==> src/rtl/uart_rx_monitor.sv <==
// uart_rx_monitor: UART receive monitor. Synchronises the serial line,
// deserialises frames of configurable format and buffers them in a
// show-ahead FIFO. Parity, framing, break and overrun conditions are reported.
//
// Output stream handshake: rx_valid is high whenever the FIFO holds at least
// one entry, and rx_data/rx_perr/rx_ferr then show the head entry. The head is
// popped on a rising clk edge where rx_valid & rx_ready are both high.
// rx_valid never depends on rx_ready.
module uart_rx_monitor #(
  parameter int CLK_HZ     = 50000000,
  parameter int BAUDRATE   = 25000000,
  parameter int DATA_BITS  = 8,
  parameter int PARITY     = 0,
  parameter int STOP_BITS  = 1,
  parameter int FIFO_DEPTH = 16
) (
  input  logic                            clk,
  input  logic                            resetn,
  input  logic                            uart_rx,
  output logic [DATA_BITS-1:0]            rx_data,
  output logic                            rx_perr,
  output logic                            rx_ferr,
  output logic                            rx_valid,
  input  logic                            rx_ready,
  output logic [$clog2(FIFO_DEPTH+1)-1:0] fifo_level,
  output logic                            overrun,
  output logic                            break_det,
  output logic [15:0]                     frame_cnt,
  output logic [2:0]                      o_dbg_state
);

  localparam int DIV  = CLK_HZ / BAUDRATE;
  localparam int HALF = DIV / 2;
  localparam int CW   = $clog2(DIV);
  localparam int IW   = $clog2(DATA_BITS);
  localparam int AW   = $clog2(FIFO_DEPTH);
  localparam int LW   = $clog2(FIFO_DEPTH + 1);
  localparam int FW   = DATA_BITS + 2;

  localparam logic [CW-1:0] CNT_FULL = CW'(DIV - 1);
  localparam logic [CW-1:0] CNT_HALF = CW'(HALF - 1);
  localparam logic [IW-1:0] LAST_BIT = IW'(DATA_BITS - 1);
  localparam logic [LW-1:0] LVL_FULL = LW'(FIFO_DEPTH);

  typedef enum logic [2:0] {
    S_IDLE   = 3'd0,
    S_START  = 3'd1,
    S_DATA   = 3'd2,
    S_PARITY = 3'd3,
    S_STOP   = 3'd4
  } state_t;

  // Synchroniser
  logic r_sync1;
  logic r_sync2;
  logic w_rxs;

  // Receiver
  state_t               r_state;
  logic [CW-1:0]        r_cnt;
  logic [IW-1:0]        r_idx;
  logic [DATA_BITS-1:0] r_data;
  logic                 r_perr;
  logic                 r_ferr;
  logic                 r_par_bit;
  logic                 r_stop_idx;
  logic                 r_stop0_low;
  logic                 r_break_det;

  // FIFO
  logic [FW-1:0] r_mem [FIFO_DEPTH];
  logic [AW-1:0] r_wptr;
  logic [AW-1:0] r_rptr;
  logic [LW-1:0] r_level;
  logic [15:0]   r_frame_cnt;
  logic          r_overrun;

  logic          w_tick;
  logic          w_last_stop;
  logic          w_push;
  logic          w_push_ferr;
  logic          w_first_stop_low;
  logic          w_break;
  logic [FW-1:0] w_push_word;
  logic          w_pop;
  logic          w_full;
  logic          w_wr;
  logic [FW-1:0] w_head;

  // Two-flop line synchroniser; resets to the idle (high) level
  always_ff @(posedge clk or negedge resetn) begin
    if (!resetn) begin
      r_sync1 <= 1'b1;
      r_sync2 <= 1'b1;
    end else begin
      r_sync1 <= uart_rx;
      r_sync2 <= r_sync1;
    end
  end

  assign w_rxs       = r_sync2;
  assign w_tick      = (r_cnt == '0);
  assign w_last_stop = (STOP_BITS == 1) ? 1'b1 : r_stop_idx;
  assign w_push      = (r_state == S_STOP) && w_tick && w_last_stop;
  assign w_push_ferr = r_ferr | ~w_rxs;
  assign w_push_word = {w_push_ferr, r_perr, r_data};

  // A break needs the first stop bit low; with one stop bit that is the
  // sample being taken right now.
  assign w_first_stop_low = r_stop_idx ? r_stop0_low : ~w_rxs;
  assign w_break = w_push && (r_data == '0) &&
                   ((PARITY == 0) || !r_par_bit) && w_first_stop_low;

  // Receive FSM: bit timing, deserialisation, error capture, break pulse
  always_ff @(posedge clk or negedge resetn) begin
    if (!resetn) begin
      r_state     <= S_IDLE;
      r_cnt       <= '0;
      r_idx       <= '0;
      r_data      <= '0;
      r_perr      <= 1'b0;
      r_ferr      <= 1'b0;
      r_par_bit   <= 1'b0;
      r_stop_idx  <= 1'b0;
      r_stop0_low <= 1'b0;
      r_break_det <= 1'b0;
    end else begin
      r_break_det <= w_break;
      case (r_state)
        S_IDLE: begin
          if (!w_rxs) begin
            r_cnt   <= CNT_HALF;
            r_state <= S_START;
          end
        end
        S_START: begin
          if (w_tick) begin
            if (w_rxs) begin
              r_state <= S_IDLE;
            end else begin
              r_cnt       <= CNT_FULL;
              r_idx       <= '0;
              r_perr      <= 1'b0;
              r_ferr      <= 1'b0;
              r_par_bit   <= 1'b0;
              r_stop_idx  <= 1'b0;
              r_stop0_low <= 1'b0;
              r_state     <= S_DATA;
            end
          end else begin
            r_cnt <= r_cnt - CW'(1);
          end
        end
        S_DATA: begin
          if (w_tick) begin
            r_data[r_idx] <= w_rxs;
            r_cnt         <= CNT_FULL;
            if (r_idx == LAST_BIT) begin
              r_state <= (PARITY != 0) ? S_PARITY : S_STOP;
            end else begin
              r_idx <= r_idx + IW'(1);
            end
          end else begin
            r_cnt <= r_cnt - CW'(1);
          end
        end
        S_PARITY: begin
          if (w_tick) begin
            r_perr    <= (((^r_data) ^ w_rxs) != (PARITY == 1));
            r_par_bit <= w_rxs;
            r_cnt     <= CNT_FULL;
            r_state   <= S_STOP;
          end else begin
            r_cnt <= r_cnt - CW'(1);
          end
        end
        S_STOP: begin
          if (w_tick) begin
            if (w_last_stop) begin
              // Frame is pushed this cycle; return without waiting out the stop bit
              r_state <= S_IDLE;
            end else begin
              r_ferr      <= w_push_ferr;
              r_stop0_low <= ~w_rxs;
              r_stop_idx  <= 1'b1;
              r_cnt       <= CNT_FULL;
            end
          end else begin
            r_cnt <= r_cnt - CW'(1);
          end
        end
        default: r_state <= S_IDLE;
      endcase
    end
  end

  assign w_pop  = rx_valid & rx_ready;
  assign w_full = (r_level == LVL_FULL);
  // A full FIFO still accepts a push when the head leaves in the same cycle
  assign w_wr   = w_push & (~w_full | w_pop);

  // Receive FIFO: storage, pointers, exact level, frame counter, overrun pulse
  always_ff @(posedge clk or negedge resetn) begin
    if (!resetn) begin
      for (int i = 0; i < FIFO_DEPTH; i++) begin
        r_mem[i] <= '0;
      end
      r_wptr      <= '0;
      r_rptr      <= '0;
      r_level     <= '0;
      r_frame_cnt <= '0;
      r_overrun   <= 1'b0;
    end else begin
      r_overrun <= w_push & w_full & ~w_pop;
      if (w_wr) begin
        r_mem[r_wptr] <= w_push_word;
        r_wptr        <= r_wptr + AW'(1);
        r_frame_cnt   <= r_frame_cnt + 16'd1;
      end
      if (w_pop) begin
        r_rptr <= r_rptr + AW'(1);
      end
      case ({w_wr, w_pop})
        2'b10:   r_level <= r_level + LW'(1);
        2'b01:   r_level <= r_level - LW'(1);
        default: r_level <= r_level;
      endcase
    end
  end

  assign w_head      = r_mem[r_rptr];
  assign rx_valid    = (r_level != '0);
  assign rx_data     = w_head[DATA_BITS-1:0];
  assign rx_perr     = w_head[DATA_BITS];
  assign rx_ferr     = w_head[DATA_BITS+1];
  assign fifo_level  = r_level;
  assign overrun     = r_overrun;
  assign break_det   = r_break_det;
  assign frame_cnt   = r_frame_cnt;
  assign o_dbg_state = r_state;

endmodule

==> config.mk <==
export PLATFORM = sky130hd
export DESIGN_NAME = uart_rx_monitor
export DESIGN_NICKNAME = d
export VERILOG_FILES = /design/src/rtl/uart_rx_monitor.sv
export SDC_FILE = /design/constraint.sdc
export NUM_CORES = 1
export LEC_CHECK = 0
export CORE_AREA = 4 4 128 130
export CTS_CLUSTER_SIZE = 28
export DETAILED_ROUTE_END_ITERATION = 8
export DIE_AREA = 0 0 132 134
export PLACE_DENSITY = 0.84
export SYNTH_ARGS = -nofsm -noshare
export SYNTH_HDL_FRONTEND = slang
export SYNTH_SLANG_ARGS = --single-unit
==> constraint.sdc <==
create_clock -name clk -period 5.4 [get_ports clk]
set_clock_uncertainty 0.05 [all_clocks]
set_input_delay 0.81 -clock clk [delete_from_list [all_inputs] [get_ports clk]]
set_output_delay 0.81 -clock clk [all_outputs]
set_load 0.03 [all_outputs]
# Word-level counts from Yosys, hierarchy flattened
# Cells that the tools add are included.
word_totals:
  inputBits: 4
  register_bits: 209
  output_inout_bits: 37
op_classes:
  n_addsub: 7
  n_reduce_logical: 19
  muxes: 32
  magnitude_cmp: 5
  n_bitwise: 12
  eq_ne: 16
op_table:
  columns: ["operator", "n"]
  rows:
  - ["$bwmux W160", 1]
  - ["$bmux W10 S4", 1]
  - ["$demux W10 S4", 1]
  - ["$mux W10", 3]
  - ["$mux W3", 10]
  - ["$add A16 B1 Y16 const B", 1]
  - ["$ne A2 B2 Y1 const B", 8]
  - ["$pmux W3 S5", 1]
  - ["$ge A5 B5 Y1 const B", 2]
  - ["$not A4 Y5", 2]
  - ["$pmux W5 S2", 1]
  - ["$add A4 B1 Y4 const B", 2]
  - ["$bwmux W8", 1]
  - ["$logic_not A8 Y1", 1]
  - ["$mux W1", 8]
  - ["$reduce_xor A8 Y1", 1]
  - ["$eq A3 B2 Y1 const B", 2]
  - ["$eq A3 B3 Y1 const B", 2]
  - ["$pmux W3 S2", 1]
  - ["$reduce_and A6 Y1", 1]
  - ["$reduce_bool A2 Y1", 3]
  - ["$add A5 B1 Y5 const B", 1]
  - ["$eq A5 B5 Y1 const B", 1]
  - ["$logic_and A1 B1 Y1", 5]
  - ["other kinds (24)", 31]

# Logic depth before layout (Yosys ltp)
# Gate-level depths: netlist of the first run.
depth:
  ltp_word: 6
  ltp_mapped: 14
  mapped_depth_nobuf: 10

# Worst setup path before layout of the first run
# OpenSTA, ideal clock, no wires.
synth_path:
  path_type: "register to register"
  startpoint: "register r_level[1] (netlist: fifo_level[1])"
  endpoint: "register r_level[4] (netlist: fifo_level[4])"
  synth_period_minus_slack_ns: 3.211
  stages_incl_launch_ff: 14
  t_required_ns: 5.269
  slack_ns: 2.189
  arrival_time_ns: 3.081
  n_path_buf: 4
  setup_time_ns: 0.081
  cell_sequence: "dfrtp_1 > buf_6 > or4_4 > buf_6 > o21a_4 > buf_6 > inv_4 > ha_1 > clkbuf_1 > xor2_1 > ha_1 > a211oi_1 > nor4_1 > xor2_1"
synth_between:
  elab_chain_cells: 6
  elab_cells_between_ends: 12
synth_rtl:
  columns: ["element", "line", "rtl"]
  rows:
  - ["start, declared", "74", "logic [LW-1:0] r_level;"]
  - ["start signal, assigned", "224", "2'b10: r_level <= r_level + LW'(1);"]
  - ["start signal, assigned", "225", "2'b01: r_level <= r_level - LW'(1);"]
  - ["start signal, assigned", "226", "default: r_level <= r_level;"]
  - ["$reduce_bool A5 Y1 / $eq A5 B5 Y1 (equally long branches)", "232, 198", null]
  - ["$and A1 B1 Y1 / $not A1 Y1 (equally long branches)", "197, 200", null]
  - ["$or A1 B1 Y1", "200", "assign w_wr = w_push & (~w_full | w_pop);"]
  - ["$and A1 B1 Y1", "200", null]
  - ["$eq A2 B1 Y1 / $eq A2 B2 Y1 (equally long branches)", "223", "case ({w_wr, w_pop})"]
  - ["$pmux W5 S2 / $reduce_bool A2 Y1 (equally long branches)", null, null]
# Parallel ways exist; a longest one is shown, timed or not.
# A chain may end at the register's enable or synchronous reset.

# Worst setup path after layout of the first run
layout_path:
  startpoint: "register r_rptr[2]"
  endpoint: "output rx_ferr"
layout_between:
  elab_chain_cells: 4
layout_rtl:
  columns: ["element", "line", "rtl"]
  rows:
  - ["start, declared", "73", "logic [AW-1:0] r_rptr;"]
  - ["start signal, assigned", "221", "r_rptr <= r_rptr + AW'(1);"]
  - ["$not A4 Y5 (not written as such)", "231", "assign w_head = r_mem[r_rptr];"]
  - ["$bmux W10 S4", "231", null]
  - ["$mux W10 (not written as such) (2 in a row)", "231", null]
  - ["end, declared", "22", "output logic rx_ferr,"]
# No other way between the ends. The select of a mux whose other input is x is not followed.

==> results.cfg, run 1 <==
[power]
cellPowerDensity_nw_per_um2 = 415
vdd_drop_max_v = 0.000283
leakagePower_nw = 5.04

[place]
portBuffers = 40
dp_cells = 919
place_congestion = 0.772
placed_area_um2 = 10300
hpwl_um = 13800

[clock_network]
cts_setup_buffers = 0
cts_buffers = 21
h-tree-depth = 1
cts.sink_count = 209
cts_max_path_buffers = 3
cts_resized = 0
clock_latency_ps = 490
cts_root_buf = clkbuf_16
cts_tree = yes
hold_buffers = 0
clkTransAtPathRegs_ps = 60

[routing]
drt-total-wl_um = 21200
drt-initial-drc-count = 485
via_per_inst = 6.39
wl_per_cell_um = 22.3
num_vias = 6085
drc = 0
postRouteAntennaNets = 0
drt-pass1-iter-count = 5

[sta]
timing.final.crit_share_pct = 70.3
drv_slew = 0
rsz0062_at_grt = no
max_freq_mhz = 263
fin_crit_ps = 3800
setup_viol = 0
slew-limit-headroom_pct = 28.0
fin_setup_tns_ps = 0
worst_pin_slew_ps = 1080
hold_viol = 0

[critical_path]
cp_cell_sequence = nor2b_1, a22oi_1, nand2_1, clkdlybuf4s50_1
critical_path.startpoint_type = flop
critPathArrivalTime_ps = 2940
slowest_stage = nor2b_1
crit_fanout = 10
crit_path_end_kind = primary output
rr_endpoint = fifo_level[2]
rrSetupSlack_ps = 2260
worst-path-stages = 4
cp.buffers_inverters = 1
cpPeakStageDelay_ps = 860
r2r_cells = 10
r2r_start = o_dbg_state[1]
crit_type = reg -> out
crit_family = simple AND/OR/NAND/NOR gates
worst_ep_required_time_ps = 4540
cp-startpoint = r_rptr[2]
crit_end = rx_ferr

[synth]
netlist_instances = 734
yosysUniqueCellTypes = 48
synth.largest_area_cell = dfrtp_1
syn_nets = 753
synth-seq-area-share_pct = 53.2
synth_area_um2 = 9830
synth-edff-count = 0
yosysTopAreaCellShare_pct = 52.7
ys_warn_count = 0
syn_avg_cell_area_um2 = 13.4
synth_ff_type = dfrtp_1
synthTopCellsByArea = dfrtp_1 53%, mux2_2 12%, mux4_2 9.2%
async_flop_share_pct = 100
ys_ff_latch = 209

[die]
io_pins = 41
die-area_um2 = 17700
die_w_um = 132
rows = 45
initial_core_util_pct = 64.9
die_y_um = 134
core_area_um2 = 15100

[final_layout]
n_fill_cell = 977
fin_nets = 773
final_area_um2 = 10900
num_antenna_cells = 0
drive_above_1_share_pct = 28.4
area_growth_pct = 11.3
stdcell_count = 952

[global_route]
grt_overflow = 0
antenna_found_initial = 0
grt_pass1_vias = 6657
grt_max_degree = 118
grt_usage_pct = 24.8
grt_pass1_wl_um = 35200

[flow_run]
drv_cap = 0

[run_status]
status = complete, no violations

[min_path]
hold_class = reg -> reg
## synthesized netlist by cell type, drive strengths merged (14+ instances only)
library cell and n:
dfrtp 207, mux2 123, nand2 64, o21ai 43, mux4 40, clkbuf 29, inv 25, xnor2 22
a22oi 20, buf 20, ha 15, nand3 15, and3 14, mux2i 14
## through the flow
stage                     hold WS (ps)  total power, mW  worst slack [ps]  utilization, %
final                              308             4.54              1600            72.3
after global routing               311             4.76              1470            72.3
after CTS                          310             4.57              1590            72.3
after detailed placement           301             3.14              1840            67.9
after global placement             296             3.08              2010            67.9
after floorplan                    295             2.78              2190               -
## layout by cell type (no fill, tap or decap), types with 2 or more instances in the layout
cell / n
nand4_1: 9
dfstp_2: 2
nand3b_1: 2
and2_1: 2
nand2b_1: 3
clkbuf_16: 21
clkbuf_8: 4
clkbuf_1: 5
nor2_1: 9
mux2_2: 105
nor3b_1: 7
nor3_1: 4
mux2_4: 18
nor2_4: 4
nand4b_1: 2
ha_1: 15
nand3_1: 15
clkinv_2: 2
nor2b_1: 6
o21ai_0: 43
o211ai_2: 4
mux4_2: 40
buf_4: 6
xnor2_1: 22
a21oi_1: 4
mux2i_1: 14
a22oi_1: 20
and3_1: 12
clkdlybuf4s50_1: 39
xor2_1: 9
dfrtp_1: 206
and3_4: 2
and4_1: 2
nand2_1: 64
bufinv_16: 2
inv_1: 24
## worst reg2reg max path, delay by kind of cell (launching register included)
family / cells / cell delay [ps]
AOI/OAI and AO/OA: 2 / 490
xor gates and xnor gates: 3 / 510
adders and majority gates: 2 / 540
buffers and inverters: 1 / 110
DFF: 1 / 520
and+or+nand+nor: 2 / 800
## final cells by class
cell class | instances | area, µm² | area share [%]
timing repair buffer | 46 | 449 | 4.10
clock inverter | 4 | 70.1 | 0.640
multi-input combinational | 451 | 4270 | 39.0
sequential | 209 | 5230 | 47.8
clock buffer | 29 | 586 | 5.35
tap | 188 | 235 | 2.15
inverter | 25 | 96.3 | 0.880
## cell families (layout without fill, tap and decap cells)
family	count (synthesis)	in the layout	synth area share [%]
compound gates	79	79	5.22
flops	209	209	53.2
fa+ha+maj	15	15	1.91
simple gates	149	149	8.21
xor+xnor	31	31	2.76
mux	177	177	25.4
buf+inv	74	104	3.32
## how the worst min path moves through the flow
stage	startpoint	endpoint	depth (start not counted)
2_1_floorplan	r_sync1	r_sync2	0
3_3_place_gp	r_sync1	r_sync2	0
3_5_place_dp	r_sync1	r_sync2	0
4_1_cts	r_sync1	r_sync2	0
5_1_grt	r_sync1	r_sync2	0
6_report	r_sync1	r_sync2	0
## layer usage
metal  part of all wire, %  track usage (%)  up-vias
met3                   4.7             4.80       61
li1                      -                -     2677
met2                    49             41.0      182
met1                    43             33.5     3165
met4                   3.2             8.52        0
met5                     0                0        -
## power by group
group,switching (mW),internal [mW],leakage (nW)
clock network,0.570,0.846,0.322
registers,0.265,1.73,2.81
logic,0.655,0.485,1.91
total,1.49,3.06,5.04
## flip-flops by register name (all words and copies together), names as in the netlist, 3 cells and up
name and cells:
r_rptr 4, o_dbg_state 3, fifo_level 5, r_mem 160, frame_cnt 16, r_data 8, r_wptr 4, r_idx 3
Note: power is estimated with default switching activity, not from simulation.
==> inputs of run 2 (changes only) <==
- CORE_AREA: 4 4 128 130 -> 4 4 139 141
- DIE_AREA: 0 0 132 134 -> 0 0 143 145
- PLACE_DENSITY: 0.84 -> 0.75
- clock period: 5.4 -> 3.3 ns (I/O delays scaled with it)
==> run 2 against run 1 <==
Worst hold slack lost 250 ps; setup slack got worse by 1400 ps; critical path depth shrank 1.
==> results.cfg, run 2 (synthesized netlist as in run 1, its figures left out) <==
[routing]
num_vias = 6075
drc = 0
postRouteAntennaNets = 0
wl_per_cell_um = 20.5
via_per_inst = 5.99
drt-pass1-iter-count = 5
drt-initial-drc-count = 365
drt-total-wl_um = 20800

[flow_run]
drv_cap = 0

[global_route]
grt_pass1_vias = 6719
grt_overflow = 0
grt_max_degree = 103
grt_pass1_wl_um = 35100
grt_usage_pct = 20.8
antenna_found_initial = 0

[power]
seqPwrFrac_pct = 40.7
vdd_drop_max_v = 0.000634
p_clk_share_pct = 35.1
leakagePower_nw = 5.29
cellPowerDensity_nw_per_um2 = 703
swShare_pct = 31.5
netSwitchingPower_mw = 2.50
pwr-share-comb_pct = 24.2
p_int_mw = 5.45

[final_layout]
area_growth_pct = 15.0
final_area_um2 = 11300
fin_nets = 786
final_cell_mix = 206 x dfrtp_1, 105 x mux2_2, 64 x nand2_1, 43 x o21ai_0, 40 x mux4_2
num_antenna_cells = 0
largest_reg_flops = 160
top_register = r_mem
n_fill_cell = 1297
drive_above_1_share_pct = 30.3
final_common_cell = dfrtp_1
final_util_pct = 62.9
stdcell_count = 1014

[sta]
hold_viol = 0
rsz0062_at_grt = no
worst_pin_slew_ps = 802
drv_slew = 0
setup_viol = 0
timing.final.crit_share_pct = 94.3
fin_crit_ps = 3110
slew-limit-headroom_pct = 46.5
fin_setup_tns_ps = 0
max_freq_mhz = 321

[clock_network]
cts_root_buf = clkbuf_16
cts_max_path_buffers = 3
cts_tree = yes
h-tree-depth = 1
cts_setup_buffers = 0
clkTransAtPathRegs_ps = 60
clock_latency_ps = 510
cts_buffers = 24
cts.sink_count = 209

[run_status]
status = complete, no violations

[critical_path]
crit_path_end_kind = primary output
worst_ep_required_time_ps = 2750
crit_fanout = 10
r2r_cells = 9
critical_path.startpoint_type = flop
cpPeakStageDelay_ps = 660
slowest_stage = or4_4
crit_type = reg -> out
critPathArrivalTime_ps = 2570
cp_cell_sequence = or4_4, or2_2, clkdlybuf4s50_1

[place]
place_congestion = 0.790
hpwl_um = 13500
placed_area_um2 = 10500
dp_cells = 970
portBuffers = 40

[die]
initial_core_util_pct = 54.7
rows = 49
die_y_um = 145
core_area_um2 = 18000
io_pins = 41
die-area_um2 = 20700
die_w_um = 143

[min_path]
hold_class = in -> async
==> run 2: cell count changes in the layout (fill, tap and decap cells not counted), sizes merged <==
cell	before	now
buf	6	16
bufinv	2	3
clkbuf	30	38
clkdlybuf4s50	39	29
clkinv	2	4
dlygate4sd2	0	7
dlymetal6s2s	0	3
==> run 2: power by group through the flow <==
stage	Sequential (mW)	Clock (mW)	Combinational, mW
4_1_cts	3.23	2.83	1.96
3_3_place_gp	3.23	0	1.90
3_5_place_dp	3.27	0	1.95
2_1_floorplan	3.16	0	1.38
6_report	3.24	2.79	1.93
5_1_grt	3.29	2.94	2.10
==> run 2: per-stage QoR <==
step	hold slack (ps)	setup WS [ps]	total power [mW]
global placement	298	375	5.13
floorplan	149	88.9	4.54
global route	115	17.0	8.34
detailed placement	298	240	5.22
finish	54.0	186	7.95
CTS	74.0	14.3	8.02
==> run 2: worst max-delay path, delay by kind of cell (launching register included) <==
family	cells	cell delay, ps
flops	1	480
buf+inv	1	600
simple gates	2	980
==> run 2: final cells by class <==
cell class              count  area (µm²)  share of cell area [%]
multi-input cells         451        4270                    37.8
repair buffers             56         564                    4.99
inverters                  25        96.3                   0.852
flip-flops and latches    209        5230                    46.3
clock buffers              37         741                    6.55
well taps                 229         287                    2.53
clock inverters             7         110                   0.974
==> run 2: worst paths after layout <==
kind | startpoint | slack (ps) | endpoint
hold / removal | resetn | 50 | r_data[0]
min in group clk | r_sync1 | 300 | r_sync2
hold reg to reg | r_sync1 | 300 | r_sync2
setup / recovery | fifo_level[1] | 190 | rx_valid
max in group asynchronous | resetn | 2300 | r_mem[25]
setup reg to reg | fifo_level[1] | 230 | fifo_level[4]
==> run 2: metal layers <==
| layer | vias to the layer above | global-route usage, % | part of all wire (%) |
|---|---|---|---|
| met5 | - | 0 | 0 |
| met4 | 0 | 5.61 | 2.5 |
| met3 | 41 | 3.29 | 3.9 |
| met2 | 143 | 33.4 | 50 |
| met1 | 3187 | 29.7 | 44 |
| li1 | 2704 | - | - |
==> run 2: timing repair <==
action,4_1_cts,5_1_grt
cloned,0,0
gates resized for setup,8,3
hold endpoints to repair,0,0
setup endpoints to repair,7,3
hold buffers,0,0
==> inputs of run 3 (changes only) <==
- CTS_CLUSTER_SIZE: 28 -> unset
==> results of run 3 <==
No change in the layout: final DEF, timing and power equal those of run 2.
